[config.mk]
export PLATFORM = sky130hd
export DESIGN_NAME = uart_rx_flat
export DESIGN_NICKNAME = d
export VERILOG_FILES = /design/src/rtl/uart_rx_pkg.sv /design/src/rtl/uart_rx_if.sv /design/src/rtl/uart_rx_fifo.sv /design/src/rtl/uart_rx.sv /design/src/flat_wrapper.sv
export SDC_FILE = /design/constraint.sdc
export NUM_CORES = 1
export LEC_CHECK = 0
export BUFFER_PORTS_ARGS = -buffer_cell sky130_fd_sc_hd__buf_2
export CAP_MARGIN = 40
export CORE_MARGIN = 3
export CORE_UTILIZATION = 57
export CTS_BUF_LIST = sky130_fd_sc_hd__clkbuf_4 sky130_fd_sc_hd__clkbuf_8
export DETAILED_ROUTE_END_ITERATION = 10
export PLACE_DENSITY_LB_ADDON = 0.08
export SLEW_MARGIN = 20
export SYNTH_ARGS = -nofsm -noshare
export SYNTH_HDL_FRONTEND = slang
export SYNTH_SLANG_ARGS = --single-unit
[constraint.sdc]
create_clock -name clock -period 3.75 [get_ports clock]
set_input_delay 0.375 -clock clock [delete_from_list [all_inputs] [get_ports clock]]
set_output_delay 0.375 -clock clock [all_outputs]
set_load 0.005 [all_outputs]
[src/rtl/uart_rx_pkg.sv]
// Shared UART definitions: register offsets, receiver state encoding and baud divisor helper.
package uart_pkg;

   localparam logic [7:0] UART_CFG_OFFSET    = 8'h00;
   localparam logic [7:0] UART_DATA_OFFSET   = 8'h04;
   localparam logic [7:0] UART_INST_OFFSET   = 8'h08;
   localparam logic [7:0] UART_STATUS_OFFSET = 8'h0C;

   typedef enum logic [1:0] {
      RX_IDLE,
      RX_START,
      RX_DATA,
      RX_STOP
   } rx_state_t;

   // Bit period in clocks minus one, so the counter runs 0..divisor.
   function automatic logic [31:0] baudDiv(input int unsigned sysClk, input int unsigned baud);
      return sysClk / baud - 32'd1;
   endfunction

endpackage

[src/rtl/uart_rx_if.sv]
// Bus slave interface shared by the UART blocks: select/address/write data in, ready/read data out.
interface uart_rx_if #(
   parameter int unsigned ADDR_WIDTH = 32
);
   logic                  HSEL;
   logic [3:0]            HBE;
   logic                  HREADY;
   logic [ADDR_WIDTH-1:0] HADDR;
   logic                  HWRITE;
   logic [31:0]           HRDATA;
   logic [31:0]           HWDATA;

   modport master (output HSEL, HBE, HADDR, HWRITE, HWDATA, input HREADY, HRDATA);
   modport slave  (input HSEL, HBE, HADDR, HWRITE, HWDATA, output HREADY, HRDATA);
endinterface

[src/rtl/uart_rx_fifo.sv]
// Small receive FIFO with simultaneous push/pop; a push while full is only taken if a pop frees a slot.
module uart_rx_fifo #(
   parameter int unsigned DEPTH = 4,
   parameter int unsigned WIDTH = 8
) (
   input  logic                         clock,
   input  logic                         nRst,
   input  logic                         push_i,
   input  logic                         pop_i,
   input  logic [WIDTH-1:0]             data_i,
   output logic [WIDTH-1:0]             data_o,
   output logic                         full_o,
   output logic                         empty_o,
   output logic [$clog2(DEPTH+1)-1:0]   count_o
);
   localparam int unsigned PTR_W = (DEPTH > 1) ? $clog2(DEPTH) : 1;
   localparam int unsigned CNT_W = $clog2(DEPTH + 1);

   logic [WIDTH-1:0] memQ [DEPTH];
   logic [PTR_W-1:0] wrPtrQ, rdPtrQ;
   logic [CNT_W-1:0] countQ;
   logic             doPush, doPop;

   function automatic logic [PTR_W-1:0] nextPtr(input logic [PTR_W-1:0] p);
      return (p == PTR_W'(DEPTH - 1)) ? '0 : p + 1'b1;
   endfunction

   assign full_o  = (countQ == CNT_W'(DEPTH));
   assign empty_o = (countQ == '0);
   assign count_o = countQ;
   assign data_o  = memQ[rdPtrQ];
   assign doPop   = pop_i && !empty_o;
   assign doPush  = push_i && (!full_o || doPop);

   always_ff @(posedge clock) begin
      if (!nRst) begin
         wrPtrQ <= '0;
         rdPtrQ <= '0;
         countQ <= '0;
         for (int unsigned i = 0; i < DEPTH; i++) memQ[i] <= '0;
      end else begin
         if (doPush) begin
            memQ[wrPtrQ] <= data_i;
            wrPtrQ       <= nextPtr(wrPtrQ);
         end
         if (doPop) rdPtrQ <= nextPtr(rdPtrQ);
         if (doPush && !doPop)      countQ <= countQ + 1'b1;
         else if (!doPush && doPop) countQ <= countQ - 1'b1;
      end
   end
endmodule

[src/rtl/uart_rx.sv]
// Memory-mapped 8N1 UART receiver with sticky interrupt and overrun/framing flags.
// Define UART_RX_FIFO_EN to replace the single holding register with a 4-entry FIFO.
module uart_rx
   import uart_pkg::*;
#(
   parameter int unsigned sys_clk    = 50000000,
   parameter int unsigned ADDR_WIDTH = 32
) (
   input  logic     clock,
   input  logic     nRst,
   uart_rx_if.slave bus,
   output logic     interrupt,
   input  logic     RX
);
   localparam logic [31:0] DIV_SLOW = baudDiv(sys_clk, 9600);
   localparam logic [31:0] DIV_FAST = baudDiv(sys_clk, 115200);

   logic        rxMetaQ, rxsQ;
   rx_state_t   stateQ;
   logic [31:0] cntQ;
   logic [2:0]  bitQ;
   logic [7:0]  shregQ;
   logic        pushQ, badStopQ;
   logic [2:0]  cfgQ;
   logic        overrunQ, framingQ, intQ;
   logic        hreadyQ;
   logic [31:0] hrdataQ, rdataD;
   logic [31:0] divSel, halfSel;
   logic [11:0] offset;
   logic        rdStb, wrStb, popD, clrInt, clrErr, busy, intSet;
   logic        bufValid, bufFull;
   logic [7:0]  bufByte;
   logic [2:0]  bufCount;
   logic        unusedBits;

   assign divSel     = cfgQ[1] ? DIV_FAST : DIV_SLOW;
   assign halfSel    = divSel >> 1;
   assign offset     = bus.HADDR[11:0];
   assign rdStb      = bus.HSEL && !bus.HWRITE;
   assign wrStb      = bus.HSEL && bus.HWRITE;
   assign popD       = rdStb && (offset == {4'h0, UART_DATA_OFFSET});
   assign clrInt     = wrStb && (offset == {4'h0, UART_INST_OFFSET}) && bus.HWDATA[1];
   assign clrErr     = wrStb && (offset == {4'h0, UART_INST_OFFSET}) && bus.HWDATA[2];
   assign busy       = (stateQ != RX_IDLE);
   assign intSet     = cfgQ[2] && pushQ && !bufFull;
   assign unusedBits = ^{bus.HBE, bus.HADDR[ADDR_WIDTH-1:12], bus.HWDATA[31:3]};

   assign bus.HREADY = hreadyQ;
   assign bus.HRDATA = hrdataQ;
   assign interrupt  = intQ;

   always_ff @(posedge clock) begin
      if (!nRst) begin
         rxMetaQ <= 1'b1;
         rxsQ    <= 1'b1;
      end else begin
         rxMetaQ <= RX;
         rxsQ    <= rxMetaQ;
      end
   end

   // Counter compares use >= so a divisor switched to a smaller value mid-count cannot stall the receiver.
   always_ff @(posedge clock) begin
      if (!nRst) begin
         stateQ   <= RX_IDLE;
         cntQ     <= '0;
         bitQ     <= '0;
         shregQ   <= '0;
         pushQ    <= 1'b0;
         badStopQ <= 1'b0;
      end else begin
         pushQ    <= 1'b0;
         badStopQ <= 1'b0;
         if (!cfgQ[0]) begin
            stateQ <= RX_IDLE;
         end else begin
            case (stateQ)
               RX_IDLE: begin
                  if (!rxsQ) begin
                     stateQ <= RX_START;
                     cntQ   <= '0;
                  end
               end
               RX_START: begin
                  if (cntQ >= halfSel) begin
                     cntQ   <= '0;
                     bitQ   <= '0;
                     stateQ <= rxsQ ? RX_IDLE : RX_DATA;
                  end else begin
                     cntQ <= cntQ + 32'd1;
                  end
               end
               RX_DATA: begin
                  if (cntQ >= divSel) begin
                     shregQ[bitQ] <= rxsQ;
                     cntQ         <= '0;
                     if (bitQ == 3'd7) stateQ <= RX_STOP;
                     else              bitQ   <= bitQ + 3'd1;
                  end else begin
                     cntQ <= cntQ + 32'd1;
                  end
               end
               RX_STOP: begin
                  if (cntQ >= divSel) begin
                     cntQ     <= '0;
                     stateQ   <= RX_IDLE;
                     pushQ    <= rxsQ;
                     badStopQ <= !rxsQ;
                  end else begin
                     cntQ <= cntQ + 32'd1;
                  end
               end
               default: stateQ <= RX_IDLE;
            endcase
         end
      end
   end

`ifdef UART_RX_FIFO_EN
   logic       fifoEmpty;
   logic [7:0] fifoHead;

   uart_rx_fifo #(.DEPTH(4), .WIDTH(8)) u_fifo (
      .clock   (clock),
      .nRst    (nRst),
      .push_i  (pushQ),
      .pop_i   (popD),
      .data_i  (shregQ),
      .data_o  (fifoHead),
      .full_o  (bufFull),
      .empty_o (fifoEmpty),
      .count_o (bufCount)
   );

   assign bufValid = !fifoEmpty;
   assign bufByte  = fifoEmpty ? 8'h00 : fifoHead;
`else
   logic [7:0] byteQ;
   logic       validQ;

   // A pop in the same cycle as a push frees the register, so the new byte lands without overrun.
   always_ff @(posedge clock) begin
      if (!nRst) begin
         byteQ  <= '0;
         validQ <= 1'b0;
      end else if (pushQ && (!validQ || popD)) begin
         byteQ  <= shregQ;
         validQ <= 1'b1;
      end else if (popD) begin
         validQ <= 1'b0;
      end
   end

   assign bufValid = validQ;
   assign bufFull  = validQ;
   assign bufByte  = byteQ;
   assign bufCount = 3'd0;
`endif

   always_comb begin
      rdataD = '0;
      case (offset)
         {4'h0, UART_CFG_OFFSET}:    rdataD = {29'b0, cfgQ};
         {4'h0, UART_DATA_OFFSET}:   rdataD = {24'b0, bufByte};
         {4'h0, UART_STATUS_OFFSET}: rdataD = {25'b0, bufCount, framingQ, overrunQ, busy, bufValid};
         default:                    rdataD = '0;
      endcase
   end

   // Flag sets take priority over same-cycle clears.
   always_ff @(posedge clock) begin
      if (!nRst) begin
         hreadyQ  <= 1'b0;
         hrdataQ  <= '0;
         cfgQ     <= '0;
         overrunQ <= 1'b0;
         framingQ <= 1'b0;
         intQ     <= 1'b0;
      end else begin
         hreadyQ <= bus.HSEL;
         if (rdStb) hrdataQ <= rdataD;
         if (wrStb && (offset == {4'h0, UART_CFG_OFFSET})) cfgQ <= bus.HWDATA[2:0];
         if (intSet)      intQ <= 1'b1;
         else if (clrInt) intQ <= 1'b0;
         if (pushQ && bufFull && !popD) overrunQ <= 1'b1;
         else if (clrErr)               overrunQ <= 1'b0;
         if (badStopQ)    framingQ <= 1'b1;
         else if (clrErr) framingQ <= 1'b0;
      end
   end
endmodule
[src/flat_wrapper.sv]
// flat-port wrapper written by rule: the top's interface ports become plain ports
module uart_rx_flat import uart_pkg::*;
#(
   parameter int unsigned sys_clk    = 50000000,
   parameter int unsigned ADDR_WIDTH = 32
)
  (clock, nRst, interrupt, RX, bus_HSEL, bus_HBE, bus_HADDR, bus_HWRITE, bus_HWDATA, bus_HREADY, bus_HRDATA);
  uart_rx_if #(.ADDR_WIDTH(ADDR_WIDTH)) bus_i ();
  input  logic clock;
  input  logic nRst;
  output logic interrupt;
  input  logic RX;
  input wire logic [$bits(bus_i.HSEL)-1:0] bus_HSEL;
  input wire logic [$bits(bus_i.HBE)-1:0] bus_HBE;
  input wire logic [$bits(bus_i.HADDR)-1:0] bus_HADDR;
  input wire logic [$bits(bus_i.HWRITE)-1:0] bus_HWRITE;
  input wire logic [$bits(bus_i.HWDATA)-1:0] bus_HWDATA;
  output wire logic [$bits(bus_i.HREADY)-1:0] bus_HREADY;
  output wire logic [$bits(bus_i.HRDATA)-1:0] bus_HRDATA;
  assign bus_i.HSEL = bus_HSEL;
  assign bus_i.HBE = bus_HBE;
  assign bus_i.HADDR = bus_HADDR;
  assign bus_i.HWRITE = bus_HWRITE;
  assign bus_i.HWDATA = bus_HWDATA;
  assign bus_HREADY = bus_i.HREADY;
  assign bus_HRDATA = bus_i.HRDATA;
  uart_rx #(.sys_clk(sys_clk), .ADDR_WIDTH(ADDR_WIDTH)) u_core (.clock(clock), .nRst(nRst), .bus(bus_i), .interrupt(interrupt), .RX(RX));
endmodule
==> results of run 1 <==
==> per-stage QoR <==
stage	instances	setup slack, ns
after floorplan	413	1.341
after global placement	479	0.8168
after detailed placement	479	0.8440
after CTS	495	0.7861
after global routing	496	0.5474
final	496	0.8197
==> how the worst max path moves through the flow <==
stage / end / slack (ns) / depth (start not counted)
after floorplan: u_core.cntQ[19]$_SDFFE_PN0P_ / 1.34 / 9
after global placement: u_core.cntQ[13]$_SDFFE_PN0P_ / 0.82 / 8
after detailed placement: u_core.cntQ[0]$_SDFFE_PN0P_ / 0.84 / 8
after CTS: u_core.cntQ[13]$_SDFFE_PN0P_ / 0.79 / 8
after global routing: u_core.cntQ[13]$_SDFFE_PN0P_ / 0.55 / 8
final: u_core.cntQ[13]$_SDFFE_PN0P_ / 0.82 / 8
==> layer usage <==
layer | vias up | share of wire
met4 | 0 | 0.017
met2 | 62 | 0.43
met1 | 1300 | 0.49
met3 | 8 | 0.063
li1 | 1395 | -
met5 | - | 0
==> worst max-delay path: stages, from the launching register on <==
cell and delay, ns:
dfxtp_1 0.57, inv_1 0.24, ha_1 0.33, nand2b_1 0.14, a211o_1 0.29, a211oi_1 0.43, o21ai_2 0.27, a31oi_4 0.40
a22o_1 0.20
==> power by group through the flow <==
stage	Sequential, uW	Combinational (uW)	Clock, uW
after floorplan	795	44.7	0
after global placement	795	42.2	0
after detailed placement	795	42.6	0
after CTS	777	42.6	572
after global routing	777	49.8	607
final	777	43.7	559
==> state kept, by name, summed over array words and instances, names as in the netlist, named ones only <==
name	cells
u_core.interrupt	1
u_core.cfgQ	3
u_core.bitQ	3
u_core.badStopQ	1
u_core.bus.HREADY	1
u_core.rxsQ	1
u_core.shregQ	8
u_core.bufByte	8
u_core.cntQ	32
u_core.overrunQ	1
u_core.stateQ	1
u_core.bufFull	1
u_core.bus.HRDATA	8
u_core.pushQ	1
u_core.rxMetaQ	1
u_core.framingQ	1
==> final cells by class <==
type | instances | area share
Sequential cell | 73 | 0.3793
Clock buffer | 11 | 0.03930
Clock inverter | 5 | 0.007795
Inverter | 11 | 0.01072
Timing Repair Buffer | 31 | 0.04157
Multi-Input combinational cell | 290 | 0.4969
Tap cell | 75 | 0.02436
==> cells by family (layout without fill, tap and decap cells) <==
logic type	Yosys count	in the layout	share of synthesized area
flip-flops	73	73	0.4088
AO/OA/AOI/OAI	62	62	0.1365
other	1	24	0.001049
XOR/XNOR	4	4	0.009802
adder cells (fa/ha/maj)	17	17	0.05950
buffers and inverters	50	58	0.07980
AND/OR/NAND/NOR	157	157	0.2314
multiplexers	26	26	0.07315
==> cell usage in the layout (no fill, tap or decap), types with 5 or more instances in the layout <==
master / n
dfxtp_1: 73
nor2_1: 39
buf_2: 29
nand2_1: 26
mux2i_1: 25
conb_1: 24
nand3_1: 20
and2_1: 19
ha_1: 17
nand2b_1: 12
clkbuf_8: 11
inv_1: 10
nor4_1: 9
and3_1: 9
a22oi_1: 8
o21ai_0: 8
a21oi_1: 6
a22o_1: 6
a211oi_1: 5
a221oi_1: 5
a21o_1: 5
==> results.ini, run 1 <==
[clock_network]
cts_resized = 0
cts.path.max_buffers = 2
cts_sinks = 73
clk_latency_ns = 0.34
ctsHoldBuffers = 0
numCtsBuffers = 9
clk_pin_slew_ns = 0.07
h-tree-depth = 3
tritoncts = done
cts_root_buf = clkbuf_8
post_cts_buffers = 0

[placed_design]
finalWeightedCongestion = 0.8743
hpwl_um = 4847
placed_area_sq_um = 3664
port_buffers = 29

[setup_path]
r2r_cells = 8
crit_arrival_ns = 3.21
r2r-start = u_core.cfgQ[1]$_SDFFE_PN0P_
cp_max_fo = 16
critical_path_class = register to register
cp-start-kind = register
rrSetupSlack_ns = 0.82
reg2reg_to = u_core.cntQ[13]$_SDFFE_PN0P_
required_ns = 4.03
crit_path_end_kind = register
crit_start = u_core.cfgQ[1]$_SDFFE_PN0P_

[logic_synthesis]
synthesis.area_sq_um = 3575
ys_ff_latch = 73
synthCells = 390
yosys-top-cells-count = 73 x dfxtp_1, 39 x nor2_1, 26 x nand2_1
synth_top_area_frac = 0.4088
yosys.area.top_type = dfxtp_1
seq_area_frac_synth = 0.4088
ys.warnings.count = 0
synth.area.top_cells = dfxtp_1 41%, mux2i_1 7.0%, ha_1 6.0%
synth_most_common_cell = dfxtp_1
ys.flop_type = dfxtp_1
syn_avg_cell_area_sq_um = 9.166
synth_edf_count = 0
synth.distinct_cells = 52
synthArstFlopShare = 0

[global_routing]
overflow = 0
top_usage_layer = met2
grt_pass1_vias = 2577
grt_use_met2 = 0.3044
grt_use_total = 0.2006
grt_max_degree = 26
grt_antenna_before_repair = 0
grt_use_met3 = 0.05534
grt_pass1_wl_um = 11690
grt_use_met1 = 0.2699

[sta]
slew-limit-headroom = 0.4946
rsz0062_at_grt = no
fin_skew_ns = 0.01079
hold_violations = 0
hold_ws_ns = 0.2187
tns_ns = 0
fin_crit_sh = 0.7814
final_max_slew_viol_count = 0
min_period_ns = 2.930
fmax_mhz = 341.3
setup_viol = 0
max_slew.worst_pin.slew_ns = 0.7511

[finish]
regArea_sq_um = 1461
stdcell_area_sq_um = 3852
layout.nets = 506
drive_above_1_share = 0.1401
area_delta_synth_final_pct = 7.770
fin_util = 0.6431
antennaDiodeCount = 0
nFillCells = 532
multi_input_area_sq_um = 1914

[power]
vdd_drop_max_uv = 271.5
combPwrFrac = 0.032
powerDensity_nw_per_um2 = 358.1
p_int_uw = 1062
p_leak_uw = 0.001748
clkPwrFrac = 0.405
p_sw_uw = 318.0
seq_power_share = 0.563
p_total_uw = 1380
switching_share = 0.2305

[detailed_routing]
drtPass1Iterations = 4
vias = 2765
routedWlPerCell_um = 13.81
ant_nets = 0
drt_first_iter_violations = 138
viasPerCell = 5.575
wl_um = 6852
drcViolationCount = 0

[die]
fp.dieArea_sq_um = 7257
num_rows = 28
die_h_um = 85.19
io_pins = 107
fp.dieW_um = 85.19
initial_utilization = 0.5967
coreArea_sq_um = 5991

[run_status]
status = finished clean

[worst_hold_path]
hp-start = RX
hold-path-cell-count = 2
hold_end = u_core.rxMetaQ$_SDFF_PN1_
hold_class = input port to register

[run]
maxCapViolCount = 0

No activity file was read; power rests on OpenSTA's default activity.
==> run 2, diff against run 1 <==
Settings changed: CORE_UTILIZATION 57 to 53.
Clock period 3.75 ns to 3 ns, I/O delays scaled along.
==> run 2 against run 1 <==
  * Worst setup slack worse by 0.40 ns
  * First-iteration DRC count is 7.2% lower
  * Via count is 0.61% higher
  * Critical path depth stayed put
==> results.ini, run 2 (synthesis gave the netlist of run 1 again) <==
[placed_design]
finalWeightedCongestion = 0.7620  ; was 0.8743
port_buffers = 29  ; unchanged
hpwl_um = 4875  ; was 4847 um
dp_cells = 483  ; was 479

[sta]
rsz0062_at_grt = no  ; unchanged
tns_ns = 0  ; unchanged
fin_crit_sh = 0.8603  ; was 0.7814
min_period_ns = 2.581  ; was 2.930 ns
max_slew.worst_pin.slew_ns = 0.7834  ; was 0.7511 ns
fmax_mhz = 387.5  ; was 341.3 MHz
setup_viol = 0  ; unchanged
slew-limit-headroom = 0.4758  ; was 0.4946
final_max_slew_viol_count = 0  ; unchanged
fin_skew_ns = 0.01011  ; was 0.01079 ns
hold_violations = 0  ; unchanged

[clock_network]
post_cts_buffers = 0  ; unchanged
tritoncts = done  ; unchanged
clk_pin_slew_ns = 0.08  ; was 0.07 ns
cts_root_buf = clkbuf_8  ; unchanged
numCtsBuffers = 9  ; unchanged
cts_sinks = 73  ; unchanged
clk_latency_ns = 0.36  ; was 0.34 ns
h-tree-depth = 3  ; unchanged
ctsHoldBuffers = 0  ; unchanged
cts.path.max_buffers = 2  ; unchanged
cts_resized = 0  ; unchanged

[die]
coreArea_sq_um = 6459  ; was 5991 sq um
fp.dieW_um = 88.13  ; was 85.19 um
io_pins = 107  ; unchanged
num_rows = 29  ; was 28
initial_utilization = 0.5535  ; was 0.5967
die_h_um = 88.13  ; was 85.19 um
fp.dieArea_sq_um = 7766  ; was 7257 sq um

[worst_hold_path]
hp-start = RX  ; unchanged
hold_class = input port to register  ; unchanged

[power]
switching_share = 0.2277  ; was 0.2305
p_int_uw = 1460  ; was 1062 uW
p_sw_uw = 430.3  ; was 318.0 uW
p_leak_uw = 0.001774  ; was 0.001748 uW
seq_power_share = 0.514  ; was 0.563
combPwrFrac = 0.028  ; was 0.032
powerDensity_nw_per_um2 = 483.3  ; was 358.1 nW/um^2
vdd_drop_max_uv = 314.4  ; was 271.5 uV
clkPwrFrac = 0.458  ; was 0.405

[detailed_routing]
drt_first_iter_violations = 128  ; was 138
wl_um = 6794  ; was 6852 um
routedWlPerCell_um = 13.59  ; was 13.81 um
vias = 2782  ; was 2,765
ant_nets = 0  ; unchanged
drtPass1Iterations = 4  ; unchanged
drcViolationCount = 0  ; unchanged
viasPerCell = 5.564  ; was 5.575

[setup_path]
required_ns = 3.31  ; was 4.03 ns
crit_arrival_ns = 2.89  ; was 3.21 ns
cp-start-kind = register  ; unchanged
slowest_delay_ns = 0.44  ; was 0.57 ns
critical_path_class = register to register  ; unchanged
crit_start = u_core.cfgQ[1]$_SDFFE_PN0P_  ; unchanged
crit_slowest_cell = a211oi_1  ; was dfxtp_1
crit_path_end_kind = register  ; unchanged
r2r-start = u_core.cfgQ[1]$_SDFFE_PN0P_  ; unchanged
cp_max_fo = 16  ; unchanged
cp_cell_sequence = inv_1, ha_1, nand2b_1, a211o_1, a211oi_1, o21ai_2, a31oi_4, a22o_1  ; unchanged

[finish]
drive_above_1_share = 0.1442  ; was 0.1401
layout.nets = 508  ; was 506
layout.cells.non_filler = 500  ; was 496
regMostFlops = u_core.cntQ  ; unchanged
final_common_cell = dfxtp_1  ; unchanged
antennaDiodeCount = 0  ; unchanged
area_delta_synth_final_pct = 9.415  ; was 7.770%
largest_reg_flops = 32  ; unchanged
layout_common_cells = 73 x dfxtp_1, 39 x nor2_1, 29 x buf_2, 26 x nand2_1, 25 x mux2i_1  ; unchanged

[global_routing]
grt_use_total = 0.1926  ; was 0.2006
grt_pass1_wl_um = 11670  ; was 11,690 um
grt_antenna_before_repair = 0  ; unchanged
grt_max_degree = 26  ; unchanged
grt_pass1_vias = 2574  ; was 2,577
overflow = 0  ; unchanged

[run]
maxCapViolCount = 0  ; unchanged

[run_status]
status = finished clean  ; unchanged

run 2: worst paths after layout:
check,to,slack (ns),cells after the start
setup / recovery,u_core.cntQ[13]$_SDFFE_PN0P_,0.42,8
setup reg to reg,u_core.cntQ[13]$_SDFFE_PN0P_,0.42,8
hold reg to reg,u_core.rxsQ$_SDFF_PN1_,0.41,1
hold / removal,u_core.rxMetaQ$_SDFF_PN1_,0.12,2
run 2: power by group through the flow:
stage	logic [uW]	registers [uW]	clock network (uW)
4_1_cts	53.5	971	885
3_3_place_gp	52.6	994	0
6_report	53.5	971	866
2_1_floorplan	55.8	994	0
3_5_place_dp	53.3	994	0
5_1_grt	62.6	971	931
run 2: stage by stage:
stage / instance area (sq um) / utilization / total power [uW] / setup WS [ns] / hold slack [ns]
2_1_floorplan: 3661 / - / 1049 / 0.5914 / 0.3863
3_3_place_gp: 3681 / 0.5699 / 1046 / 0.4185 / 0.3876
3_5_place_dp: 3681 / 0.5699 / 1047 / 0.4300 / 0.3944
4_1_cts: 3906 / 0.6048 / 1909 / 0.4152 / 0.1107
5_1_grt: 3911 / 0.6056 / 1965 / 0.1958 / 0.1368
6_report: 3911 / 0.6056 / 1890 / 0.4191 / 0.1164
run 2: layer usage:
layer,track usage,share of wire
met1,0.2377,0.45
met2,0.3164,0.48
met3,0.05268,0.051
met4,0.08242,0.019
met5,0,0
run 2: worst max-delay path, delay by kind of cell (launching register included):
family,cells,cell delay (ns)
fa+ha+maj,1,0.27
compound gates,5,1.61
simple gates,1,0.14
buf+inv,1,0.20
flops,1,0.32
run 2: layout make-up:
class / instances / area [sq um]
Sequential cell: 73 / 1461
Inverter: 11 / 41.29
Clock inverter: 7 / 101.3
Fill cell: 593 / 2547
Clock buffer: 9 / 123.9
Tap cell: 77 / 96.34
Timing Repair Buffer: 33 / 172.7
Multi-Input combinational cell: 290 / 1914
